## src/rtl/matrix_feeder.sv

```systemverilog
// matrix_feeder: stores operand matrices A and B and drives the diagonally skewed wavefront into the systolic array.
// Latency: DONE pulses 3*LENGTH+1 cycles after the START edge; all outputs are registered one cycle behind the FSM.
// No backpressure: START is taken only in IDLE (and not while DONE shows), row writes only in IDLE, all else dropped.
module matrix_feeder #(
  parameter  int WIDTH  = 8,
  parameter  int LENGTH = 3,
  localparam int AW     = (LENGTH > 1) ? $clog2(LENGTH) : 1,
  localparam int CW     = $clog2(3 * LENGTH)
) (
  input  logic                    CLK,
  input  logic                    ASYNC_RST,
  input  logic                    SYNC_RST,
  input  logic                    WR_EN,
  input  logic                    WR_SEL,
  input  logic [AW-1:0]           WR_ADDR,
  input  logic [WIDTH*LENGTH-1:0] WR_DATA,
  input  logic                    START,
  output logic                    BUSY,
  output logic                    DONE,
  output logic                    MMU_CLR,
  output logic                    MMU_EN,
  output logic [WIDTH-1:0]        Inputs  [0:LENGTH-1],
  output logic [WIDTH-1:0]        Weights [0:LENGTH-1]
);

  typedef enum logic [2:0] {
    ST_IDLE,
    ST_CLEAR,
    ST_STREAM,
    ST_DRAIN,
    ST_FINISH
  } state_t;

  state_t           r_state;
  logic [CW-1:0]    r_cnt;
  logic [WIDTH-1:0] r_a [0:LENGTH-1][0:LENGTH-1];
  logic [WIDTH-1:0] r_b [0:LENGTH-1][0:LENGTH-1];
  logic [WIDTH-1:0] w_in [0:LENGTH-1];
  logic [WIDTH-1:0] w_wt [0:LENGTH-1];
  logic             w_wr_ok;

  // Rows land only while idle and only for in-range row indices.
  assign w_wr_ok = WR_EN && (r_state == ST_IDLE) && (int'(WR_ADDR) < LENGTH);

  // Operand storage: zeroed by either reset, otherwise written one row at a time.
  always_ff @(posedge CLK or negedge ASYNC_RST) begin
    if (!ASYNC_RST) begin
      for (int r = 0; r < LENGTH; r++) begin
        for (int c = 0; c < LENGTH; c++) begin
          r_a[r][c] <= '0;
          r_b[r][c] <= '0;
        end
      end
    end else if (SYNC_RST) begin
      for (int r = 0; r < LENGTH; r++) begin
        for (int c = 0; c < LENGTH; c++) begin
          r_a[r][c] <= '0;
          r_b[r][c] <= '0;
        end
      end
    end else if (w_wr_ok) begin
      for (int c = 0; c < LENGTH; c++) begin
        if (WR_SEL) begin
          r_b[WR_ADDR][c] <= WR_DATA[c*WIDTH +: WIDTH];
        end else begin
          r_a[WR_ADDR][c] <= WR_DATA[c*WIDTH +: WIDTH];
        end
      end
    end
  end

  // Wavefront for the current stream step k: row r carries A[r][k-r], column r carries B[k-r][r].
  always_comb begin
    for (int r = 0; r < LENGTH; r++) begin
      w_in[r] = '0;
      w_wt[r] = '0;
    end
    if (r_state == ST_STREAM) begin
      for (int r = 0; r < LENGTH; r++) begin
        for (int c = 0; c < LENGTH; c++) begin
          if (r + c == int'(r_cnt)) begin
            w_in[r] = r_a[r][c];
            w_wt[r] = r_b[c][r];
          end
        end
      end
    end
  end

  // Pass sequencer; outputs are registered decodes of the state, so they trail it by one cycle.
  always_ff @(posedge CLK or negedge ASYNC_RST) begin
    if (!ASYNC_RST) begin
      r_state <= ST_IDLE;
      r_cnt   <= '0;
      BUSY    <= 1'b0;
      DONE    <= 1'b0;
      MMU_CLR <= 1'b0;
      MMU_EN  <= 1'b0;
      for (int r = 0; r < LENGTH; r++) begin
        Inputs[r]  <= '0;
        Weights[r] <= '0;
      end
    end else if (SYNC_RST) begin
      r_state <= ST_IDLE;
      r_cnt   <= '0;
      BUSY    <= 1'b0;
      DONE    <= 1'b0;
      MMU_CLR <= 1'b0;
      MMU_EN  <= 1'b0;
      for (int r = 0; r < LENGTH; r++) begin
        Inputs[r]  <= '0;
        Weights[r] <= '0;
      end
    end else begin
      MMU_CLR <= (r_state == ST_CLEAR);
      MMU_EN  <= (r_state == ST_STREAM) || (r_state == ST_DRAIN);
      DONE    <= (r_state == ST_FINISH);
      for (int r = 0; r < LENGTH; r++) begin
        Inputs[r]  <= w_in[r];
        Weights[r] <= w_wt[r];
      end
      case (r_state)
        ST_IDLE: begin
          // DONE high is the externally visible FINISH cycle, so START is not taken there.
          if (START && !DONE) begin
            r_state <= ST_CLEAR;
            r_cnt   <= '0;
            BUSY    <= 1'b1;
          end
        end
        ST_CLEAR: begin
          r_state <= ST_STREAM;
          r_cnt   <= '0;
        end
        ST_STREAM: begin
          if (r_cnt == CW'(2 * LENGTH - 2)) begin
            r_state <= (LENGTH > 1) ? ST_DRAIN : ST_FINISH;
            r_cnt   <= '0;
          end else begin
            r_cnt <= r_cnt + 1'b1;
          end
        end
        ST_DRAIN: begin
          if (r_cnt == CW'(LENGTH - 2)) begin
            r_state <= ST_FINISH;
            r_cnt   <= '0;
          end else begin
            r_cnt <= r_cnt + 1'b1;
          end
        end
        ST_FINISH: begin
          r_state <= ST_IDLE;
          r_cnt   <= '0;
          BUSY    <= 1'b0;
        end
        default: begin
          r_state <= ST_IDLE;
          r_cnt   <= '0;
        end
      endcase
    end
  end

endmodule

```

## config.mk

```make
export PLATFORM = sky130hd
export DESIGN_NAME = matrix_feeder
export DESIGN_NICKNAME = d
export VERILOG_FILES = /design/src/rtl/matrix_feeder.sv
export SDC_FILE = /design/constraint.sdc
export NUM_CORES = 1
export LEC_CHECK = 0
export BUFFER_PORTS_ARGS = -buffer_cell sky130_fd_sc_hd__clkbuf_2
export CORE_UTILIZATION = 40
export DETAILED_ROUTE_END_ITERATION = 8
export PLACE_DENSITY = 0.56
export SYNTH_ARGS = -nofsm -noshare
export SYNTH_HDL_FRONTEND = slang
export SYNTH_SLANG_ARGS = --single-unit
export TNS_END_PERCENT = 100
```

## constraint.sdc

```tcl
create_clock -name CLK -period 2.7 [get_ports CLK]
set_input_delay 0.81 -clock CLK [delete_from_list [all_inputs] [get_ports CLK]]
set_output_delay 0.81 -clock CLK [all_outputs]
set_load 0.02 [all_outputs]
```

==> results of run 1 <==
==> worst max-delay path by stage <==
| stage | start | end | cells after the start |
|---|---|---|---|
| after detailed placement | WR_EN | r_a[61]$_DFFE_PN0P_ | 5 |
| after global placement | WR_EN | r_a[57]$_DFFE_PN0P_ | 5 |
| final | r_state[0]$_DFFE_PN0P_ | r_a[61]$_DFFE_PN0P_ | 4 |
| after global routing | r_cnt[0]$_DFFE_PN0P_ | Inputs[17]$_DFF_PN0_ | 6 |
| after CTS | r_cnt[0]$_DFFE_PN0P_ | Inputs[17]$_DFF_PN0_ | 6 |
| after floorplan | WR_EN | r_b[14]$_DFFE_PN0P_ | 6 |
==> layout make-up <==
cell class | count | area share
Sequential cell | 203 | 0.4380
Multi-Input combinational cell | 631 | 0.3749
Timing Repair Buffer | 122 | 0.08167
Clock buffer | 34 | 0.06031
Tap cell | 324 | 0.03496
Clock inverter | 7 | 0.007660
Inverter | 7 | 0.002481
==> cell families after synthesis <==
logic type      count (synthesis)  synth area share
compound gates                379            0.2774
fa+ha+maj                       4          0.005011
buf+inv                       143           0.06139
flops                         203            0.5086
mux                             1          0.001127
simple gates                  247            0.1465
==> power groups by stage <==
stage | Clock, mW | Sequential, mW | Combinational [mW]
3_3_place_gp | 0 | 3.19 | 0.938
5_1_grt | 3.44 | 3.14 | 1.01
4_1_cts | 3.32 | 3.13 | 0.939
2_1_floorplan | 0 | 3.18 | 0.544
3_5_place_dp | 0 | 3.19 | 0.937
6_report | 3.27 | 3.13 | 0.949
==> per-stage QoR <==
| step | setup WS [ps] | area, µm² | utilization |
|---|---|---|---|
| final | 561.3 | 11600 | 0.4755 |
| after global routing | 428.6 | 11600 | 0.4755 |
| after floorplan | 619.4 | 9987 | - |
| after global placement | 416.8 | 10810 | 0.4432 |
| after CTS | 579.7 | 11600 | 0.4755 |
| after detailed placement | 389.4 | 10810 | 0.4432 |
==> per-layer routing <==
layer,vias up,global-route usage
met2,381,0.3741
met5,-,0
met3,52,0.05429
li1,3840,-
met1,4439,0.3884
met4,0,0.07013
==> state kept, by name, summed over array words and instances, names as in the netlist <==
signal,flops
Inputs,24
BUSY,1
DONE,1
MMU_EN,1
Weights,24
r_cnt,4
r_state,3
r_b,72
MMU_CLR,1
r_a,72
==> Yosys cell counts (3+ instances only) <==
| cell type | number |
|---|---|
| inv_1 | 6 |
| o21ai_0 | 32 |
| a21oi_1 | 145 |
| nor4b_1 | 3 |
| o31ai_2 | 60 |
| buf_6 | 8 |
| buf_1 | 19 |
| ha_1 | 4 |
| nor2_1 | 52 |
| nor4b_2 | 3 |
| o31ai_1 | 84 |
| nor2b_1 | 4 |
| buf_2 | 13 |
| nor3_1 | 17 |
| a221oi_1 | 48 |
| nand2b_1 | 5 |
| nand4_1 | 144 |
| clkbuf_1 | 96 |
| dfrtp_1 | 203 |
==> worst register-to-register path, cell delays in order, from the launching register on <==
cell,delay (ps)
dfrtp_1,490
or4b_4,620
buf_12,250
o31ai_1,520
a21oi_1,100
==> flow_metrics.tcl, run 1 <==
set metrics [dict create \
    synth-seq-cells 203 \
    die_h_um 160.0 \
    hpwl_mm 18.08 \
    multi_input_area_um2 4348 \
    slew_viol_final 0 \
    drt-pass1-iter-count 5 \
    wl_met3_mm 2.616 \
    syn_to_final_growth_pct 16.12 \
    final_nets 1026 \
    wl_per_cell_um 25.09 \
    worst-path-max-fanout 106 \
    via_count 8712 \
    power.internal_mw 5.298 \
    worst_slew_pin_slew_ps 919.9 \
    rr_worst_depth 4 \
    syn_area_um2 9987 \
    cp.required_ps 3060 \
    status "completed" \
    register_area_um2 5080 \
    switching_share 0.2798 \
    antenna_found_initial 0 \
    finalCritPeriodShare 0.7921 \
    core-area_um2 24390 \
    finClkSkew_ps 17.07 \
    p_switching_mw 2.058 \
    worstPathArrival_ps 2500 \
    diodes 0 \
    r2r_end "r_a[61]$_DFFE_PN0P_" \
    syn_area_per_cell_um2 10.22 \
    io_buffer_count 83 \
    routed.top_layer "met4" \
    clk_pin_slew_worst_paths_ps 50 \
    ctsHoldBuffers 0 \
    syn-instance-count 977 \
    synth_top_flop_cell "dfrtp_1" \
    p_clk_frac 0.445 \
    stdcell_count 1328 \
    timing.setup.tns_ps 0 \
    post-cts-setup-buffer-count 0 \
    gp_congestion 0.7350 \
    r2r-start "r_state[0]$_DFFE_PN0P_" \
    wirelength_mm 33.32 \
    yosysWarnings 0 \
    layout_common_cells "dfrtp_1, a21oi_1, nand4_1, o31ai_1, clkbuf_2" \
    cp-start-kind "flip-flop" \
    die_w_um 160.0 \
    slew_headroom 0.3867 \
    wirelength_met1_mm 14.95 \
    cts_tree "yes" \
    start_util 0.4095 \
    pwr-share-seq 0.426 \
    wl_met2_mm 14.91 \
    worstSetupEndpointType "flip-flop" \
    cap_violations 0 \
    total_power_mw 7.356 \
    rsz0062_at_grt "false" \
    grt_pass1_vias 8538 \
    dp_cells 1287 \
    io_pins 84 \
    power.density_nw_per_um2 634.3 \
    cpMaxStageDelayCell "or4b_4" \
    clkSinkCount 203 \
    combPwrFrac 0.129 \
    crit_family "simple AND/OR/NAND/NOR gates" \
    grt.overflow.total 0 \
    drc 0 \
    synth_edf_count 0 \
    cts_root_buffer "clkbuf_16" \
    synth_cell_type_count 42 \
    cts_buffer_depth 3 \
    hold_viol 0 \
    die_area_um2 25600 \
    clk_latency_ps 520 \
    whs_ps 256.4 \
    hp-class "input port to asynchronous set/reset pin" \
    yosysTopAreaCell "dfrtp_1" \
    layout_commonest_cell "dfrtp_1" \
    grt_max_degree 145 \
    period_needed_ps 2139 \
    grt_use_total 0.2585 \
    fill_cells 2301 \
    cts_buffers 25 \
    ys_seq_area_frac 0.5086 \
    synthArstFlopShare 1.000 \
    antenna_left 0 \
    drt_iter0_markers 990 \
    cts_resized 0 \
    row_count 57 \
    synth_top_cells_by_area "dfrtp_1, nand4_1, o31ai_2" \
    leakage_nw 4.536 \
    cp.buffers_inverters 1 \
    setup_viol_count_final 0 \
    htree_levels 1 \
    yosys.area.top_type_share 0.5086 \
    crit_type "flip-flop to flip-flop" \
    drive_gt1_frac 0.2371 \
    fmax_ghz 0.4676 \
    r2r_slack_ps 560 \
    via_per_inst 6.560 \
    path_cells "or4b_4, buf_12, o31ai_1, a21oi_1" \
    peakVddDrop_mv 0.3324 \
    syn-num-nets 1013 \
    max_stage_delay_ps 620 \
    grt_pass1_wl_mm 52.19 \
]
Note: power is estimated with default switching activity, not from simulation.
==> run 2, diff against run 1 <==
==> constraint.sdc (replaced) <==
create_clock -name CLK -period 2.16 [get_ports CLK]
set_input_delay 0.648 -clock CLK [delete_from_list [all_inputs] [get_ports CLK]]
set_output_delay 0.648 -clock CLK [all_outputs]
set_load 0.02 [all_outputs]
==> flow_metrics.tcl, run 2 (synthesized netlist as in run 1, its figures left out) <==
set metrics [dict create \
    setup_viol_count_final 0 \
    gp_congestion 0.7504 \
    worst-path-max-fanout 16 \
    slew_viol_final 0 \
    drive_gt1_frac 0.2394 \
    diodes 0 \
    worstPathArrival_ps 2390 \
    die_h_um 160.0 \
    crit_type "flip-flop to flip-flop" \
    clkSinkCount 203 \
    leakage_nw 4.579 \
    io_pins 84 \
    fill_cells 2276 \
    cpMaxStageDelayCell "a221oi_1" \
    wl_per_cell_um 25.22 \
    power.density_nw_per_um2 769.5 \
    grt.overflow.total 0 \
    finClkSkew_ps 20.27 \
    cts_root_buffer "clkbuf_16" \
    rsz0062_at_grt "false" \
    whs_ps 13.52 \
    placed_cell_area_um2 10980 \
    layout_commonest_cell "dfrtp_1" \
    ctsHoldBuffers 0 \
    peakVddDrop_mv 0.4723 \
    drt_iter0_markers 1105 \
    finalCritPeriodShare 0.9288 \
    syn_to_final_growth_pct 17.35 \
    clk_pin_slew_worst_paths_ps 60 \
    fin_ws_ps 153.8 \
    period_needed_ps 2006 \
    grt_pass1_wl_mm 52.85 \
    hp-class "input port to asynchronous set/reset pin" \
    layout_common_cells "dfrtp_1, a21oi_1, nand4_1, o31ai_1, clkbuf_2" \
    cp.required_ps 2540 \
    antenna_left 0 \
    stdcell_count 1335 \
    slew_headroom 0.4351 \
    cts_tree "yes" \
    reg_top3 "r_a x72, r_b x72" \
    via_per_inst 6.582 \
    grt_max_degree 145 \
    wirelength_mm 33.67 \
    worstSetupEndpointType "flip-flop" \
    final_util 0.4805 \
    cts_buffer_depth 3 \
    total_power_mw 9.019 \
    timing.setup.tns_ps 0 \
    stdcell_area_um2 11720 \
    htree_levels 1 \
    final_nets 1031 \
    row_count 57 \
    drt-pass1-iter-count 5 \
    worst_slew_pin_slew_ps 847.3 \
    cts_buffers 24 \
    dp_cells 1293 \
    core-area_um2 24390 \
    fmax_ghz 0.4985 \
    die_area_um2 25600 \
    cap_violations 0 \
    cp-start-kind "flip-flop" \
    io_buffer_count 83 \
    grt_pass1_vias 8526 \
    pre_cts_ws_ps 75.06 \
    drc 0 \
    antenna_found_initial 0 \
    start_util 0.4095 \
    via_count 8787 \
    r2r_slack_ps 150 \
    hpwl_mm 18.19 \
    grt_use_total 0.2621 \
    die_w_um 160.0 \
    clk_latency_ps 540 \
    status "completed" \
    max_stage_delay_ps 540 \
    hold_viol 0 \
    path_cells "inv_1, ha_1, nor3b_2, buf_12, a221oi_1, nor3_1" \
]
run 2: cell types whose count changed in the layout (fill, tap and decap cells not counted), sizes merged:
cell    previous run  this run
bufinv             2         0
clkinv             5         4
clkbuf           115       119
buf               41        47
run 2: worst max-delay path, delay by kind of cell (launching register included):
kind | cells | cell delay [ps]
buf+inv | 2 | 280
simple gates | 2 | 340
flops | 1 | 450
compound gates | 1 | 540
fa+ha+maj | 1 | 240
run 2: worst paths after layout:
| kind | startpoint | end | cells after the start |
|---|---|---|---|
| hold reg to reg | r_b[4]$_DFFE_PN0P_ | r_b[4]$_DFFE_PN0P_ | 2 |
| min in group CLK | SYNC_RST | BUSY$_DFFE_PN0P_ | 2 |
| setup reg to reg | r_cnt[1]$_DFFE_PN0P_ | Inputs[17]$_DFF_PN0_ | 6 |
| setup / recovery | r_cnt[1]$_DFFE_PN0P_ | Inputs[17]$_DFF_PN0_ | 6 |
| hold / removal | ASYNC_RST | r_b[2]$_DFFE_PN0P_ | 1 |
| max in group asynchronous | ASYNC_RST | r_b[15]$_DFFE_PN0P_ | 2 |
run 2: area by class of cell:
cell class	instances	area [µm²]	area share
clock buffers	38	703.2	0.06000
well taps	324	405.4	0.03459
inverters	7	28.78	0.002455
multi-input cells	631	4354	0.3715
repair buffers	128	1117	0.09533
flip-flops and latches	203	5080	0.4334
clock inverters	4	31.28	0.002669
run 2: routing by layer:
metal / vias up / GRT usage / part of all wire
met3: 48 / 0.06442 / 0.087
met1: 4469 / 0.3883 / 0.44
met5: - / 0 / 0
met2: 419 / 0.3798 / 0.45
li1: 3851 / - / -
met4: 0 / 0.06883 / 0.019
run 2: power by group:
group	switching (mW)	leakage, nW	internal, mW
Sequential	0.0433	2.82	3.87
Clock	1.64	0.361	2.22
Combinational	0.930	1.40	0.318
Total	2.61	4.58	6.41
run 2: timing repair:
action,CTS,global route
setup endpoints to repair,0,1
buffers inserted,0,0
resized for setup,0,1
==> run 3, diff against run 2 <==
--- a/config.mk
+++ b/config.mk
@@ -5,6 +5,7 @@
 export SDC_FILE = /design/constraint.sdc
 export NUM_CORES = 1
 export LEC_CHECK = 0
+export ABC_AREA = 1
 export BUFFER_PORTS_ARGS = -buffer_cell sky130_fd_sc_hd__clkbuf_2
 export CORE_UTILIZATION = 40
 export DETAILED_ROUTE_END_ITERATION = 8
==> constraint.sdc (replaced) <==
create_clock -name CLK -period 2.4 [get_ports CLK]
set_input_delay 0.72 -clock CLK [delete_from_list [all_inputs] [get_ports CLK]]
set_output_delay 0.72 -clock CLK [all_outputs]
set_load 0.02 [all_outputs]
==> flow_metrics.tcl, run 3 <==
set metrics [dict create \
    antenna_found_initial 0 \
    grt_use_total 0.2549 \
    cp.required_ps 2810 \
    worstPathArrival_ps 2250 \
    layout_common_cells "nand2_1, dfrtp_1, nand3_1, nor2_1, clkbuf_2" \
    wirelength_mm 30.53 \
    finClkSkew_ps 13.52 \
    synth_top_cells_by_area "dfrtp_1, nand2_1, nand3_1" \
    start_util 0.4093 \
    via_per_inst 5.409 \
    drt-pass1-iter-count 5 \
    htree_levels 1 \
    path_cells "ha_1, inv_1, buf_4, nand3_1, a31oi_1" \
    worstSetupEndpointType "flip-flop" \
    fmax_ghz 0.5432 \
    clk_latency_ps 530 \
    max_stage_delay_ps 440 \
    crit_type "flip-flop to flip-flop" \
    cp.buffers_inverters 2 \
    register_area_um2 5080 \
    syn_to_final_growth_pct 17.22 \
    synth_top_flop_cell "dfrtp_1" \
    via_count 8833 \
    grt_pass1_wl_mm 48.15 \
    grt_max_degree 53 \
    leakage_nw 5.692 \
    antenna_left 0 \
    setup_viol_count_final 0 \
    cts_tree "yes" \
    yosysTopAreaCell "dfrtp_1" \
    rsz0062_at_grt "false" \
    cts_resized 0 \
    synth_most_common_cell "nand2_1" \
    worst-path-max-fanout 11 \
    die_w_um 157.4 \
    multi_input_area_um2 4070 \
    cts_buffers 24 \
    cap_violations 0 \
    grt.overflow.total 0 \
    drc 0 \
    synth_edf_count 0 \
    io_pins 84 \
    layout_commonest_cell "nand2_1" \
    stdcell_count 1633 \
    gp_congestion 0.8545 \
    cp-start-kind "flip-flop" \
    die_h_um 157.4 \
    yosys.area.top_type_share 0.5256 \
    rr_worst_depth 5 \
    drive_gt1_frac 0.1431 \
    clk_pin_slew_worst_paths_ps 60 \
    finalCritPeriodShare 0.7671 \
    hp-class "input port to asynchronous set/reset pin" \
    post-cts-setup-buffer-count 0 \
    die_area_um2 24790 \
    wl_per_cell_um 18.70 \
    hpwl_mm 19.90 \
    final_nets 1334 \
    yosysWarnings 0 \
    row_count 56 \
    syn_area_um2 9664 \
    status "completed" \
    slew_viol_final 0 \
    r2r-start "r_cnt[0]$_DFFE_PN0P_" \
    hold_viol 0 \
    synth-seq-cells 203 \
    cts_buffer_depth 3 \
    r2r_slack_ps 560 \
    total_power_mw 9.056 \
    synthArstFlopShare 1.000 \
    peakVddDrop_mv 0.4563 \
    slew_headroom 0.5646 \
    grt_pass1_vias 8527 \
    clkSinkCount 203 \
    syn-instance-count 1236 \
    worst_slew_pin_slew_ps 652.4 \
    reg_top3 "r_a x72, r_b x72" \
    synth_commonest_cells "nand2_1, dfrtp_1, nand3_1" \
    synth_cell_type_count 27 \
    cpMaxStageDelayCell "inv_1" \
    diodes 0 \
    cts_root_buffer "clkbuf_16" \
    timing.setup.tns_ps 0 \
    syn_area_per_cell_um2 7.819 \
    fill_cells 2423 \
    core-area_um2 23610 \
    crit_family "buffers and inverters" \
    ctsHoldBuffers 0 \
    io_buffer_count 83 \
    power.density_nw_per_um2 799.4 \
    dp_cells 1591 \
    ys_seq_area_frac 0.5256 \
    r2r_end "Inputs[0]$_DFF_PN0_" \
    syn-num-nets 1272 \
    drt_iter0_markers 746 \
    period_needed_ps 1841 \
]
run 3: cell types whose count changed after synthesis, sizes merged, moves of 21 or more:
cell	previous run	this run
a21oi	145	2
o21ai	32	53
nand3	0	202
buf	40	64
a31oi	1	48
nor2	52	166
nand2	0	443
a221oi	48	0
nand4	144	3
clkbuf	96	22
o31ai	144	0
run 3: cell type report:
| type | instances | share of cell area |
|---|---|---|
| clock buffer | 28 | 0.05699 |
| clock inverter | 14 | 0.01381 |
| inverter | 22 | 0.007510 |
| multi-input combinational | 925 | 0.3593 |
| sequential | 203 | 0.4484 |
| tap | 319 | 0.03523 |
| timing repair buffer | 122 | 0.07875 |
run 3: worst max-delay path by stage:
stage                                       from                  end  slack (ps)  cells past startpoint
after CTS                 r_state[2]$_DFFE_PN0P_  r_a[18]$_DFFE_PN0P_         570                      6
after global routing      r_state[2]$_DFFE_PN0P_  r_a[12]$_DFFE_PN0P_         420                      6
after floorplan                         SYNC_RST  r_a[16]$_DFFE_PN0P_         720                      8
after global placement                  SYNC_RST   r_a[3]$_DFFE_PN0P_         180                      6
after detailed placement                SYNC_RST   r_a[7]$_DFFE_PN0P_         150                      6
final                       r_cnt[0]$_DFFE_PN0P_  Inputs[0]$_DFF_PN0_         560                      5
run 3: cell families (layout without fill, tap and decap cells):
family                     count (synthesis)  in the layout  synth area share
xor gates and xnor gates                   1              1         0.0009064
and+or+nand+nor                          816            816            0.3540
DFF                                      203            203            0.5256
AOI/OAI and AO/OA                        104            104           0.06111
adders and majority gates                  4              4          0.005179
buffers and inverters                    108            186           0.05321
run 3: worst reg2reg max path, stage by stage, from the launching register on:
cell     delay (ps)
dfrtp_1         430
ha_1            260
inv_1           440
buf_4           260
nand3_1          80
a31oi_1         260
run 3: per-stage QoR:
step                      hold slack, ps  setup WS [ps]  cell area (µm²)  utilization
after floorplan                    424.4          717.8             9664            -
after global placement             448.7          181.2            10530       0.4458
after detailed placement           453.3          147.2            10530       0.4458
after CTS                          138.1          573.3            11330       0.4798
after global routing               152.5          420.6            11330       0.4798
final                              134.4          559.1            11330       0.4798
run 3: routing by layer:
layer | global-route usage | routed length, µm
met1 | 0.3507 | 13280
met4 | 0.08183 | 846
met2 | 0.4140 | 14310
met3 | 0.03524 | 2093
met5 | 0 | 0
run 3: where the power goes:
group | switching, mW | internal, mW
combinational | 1.21 | 0.438
clock | 1.50 | 2.24
sequential | 0.0979 | 3.57
total | 2.81 | 6.25
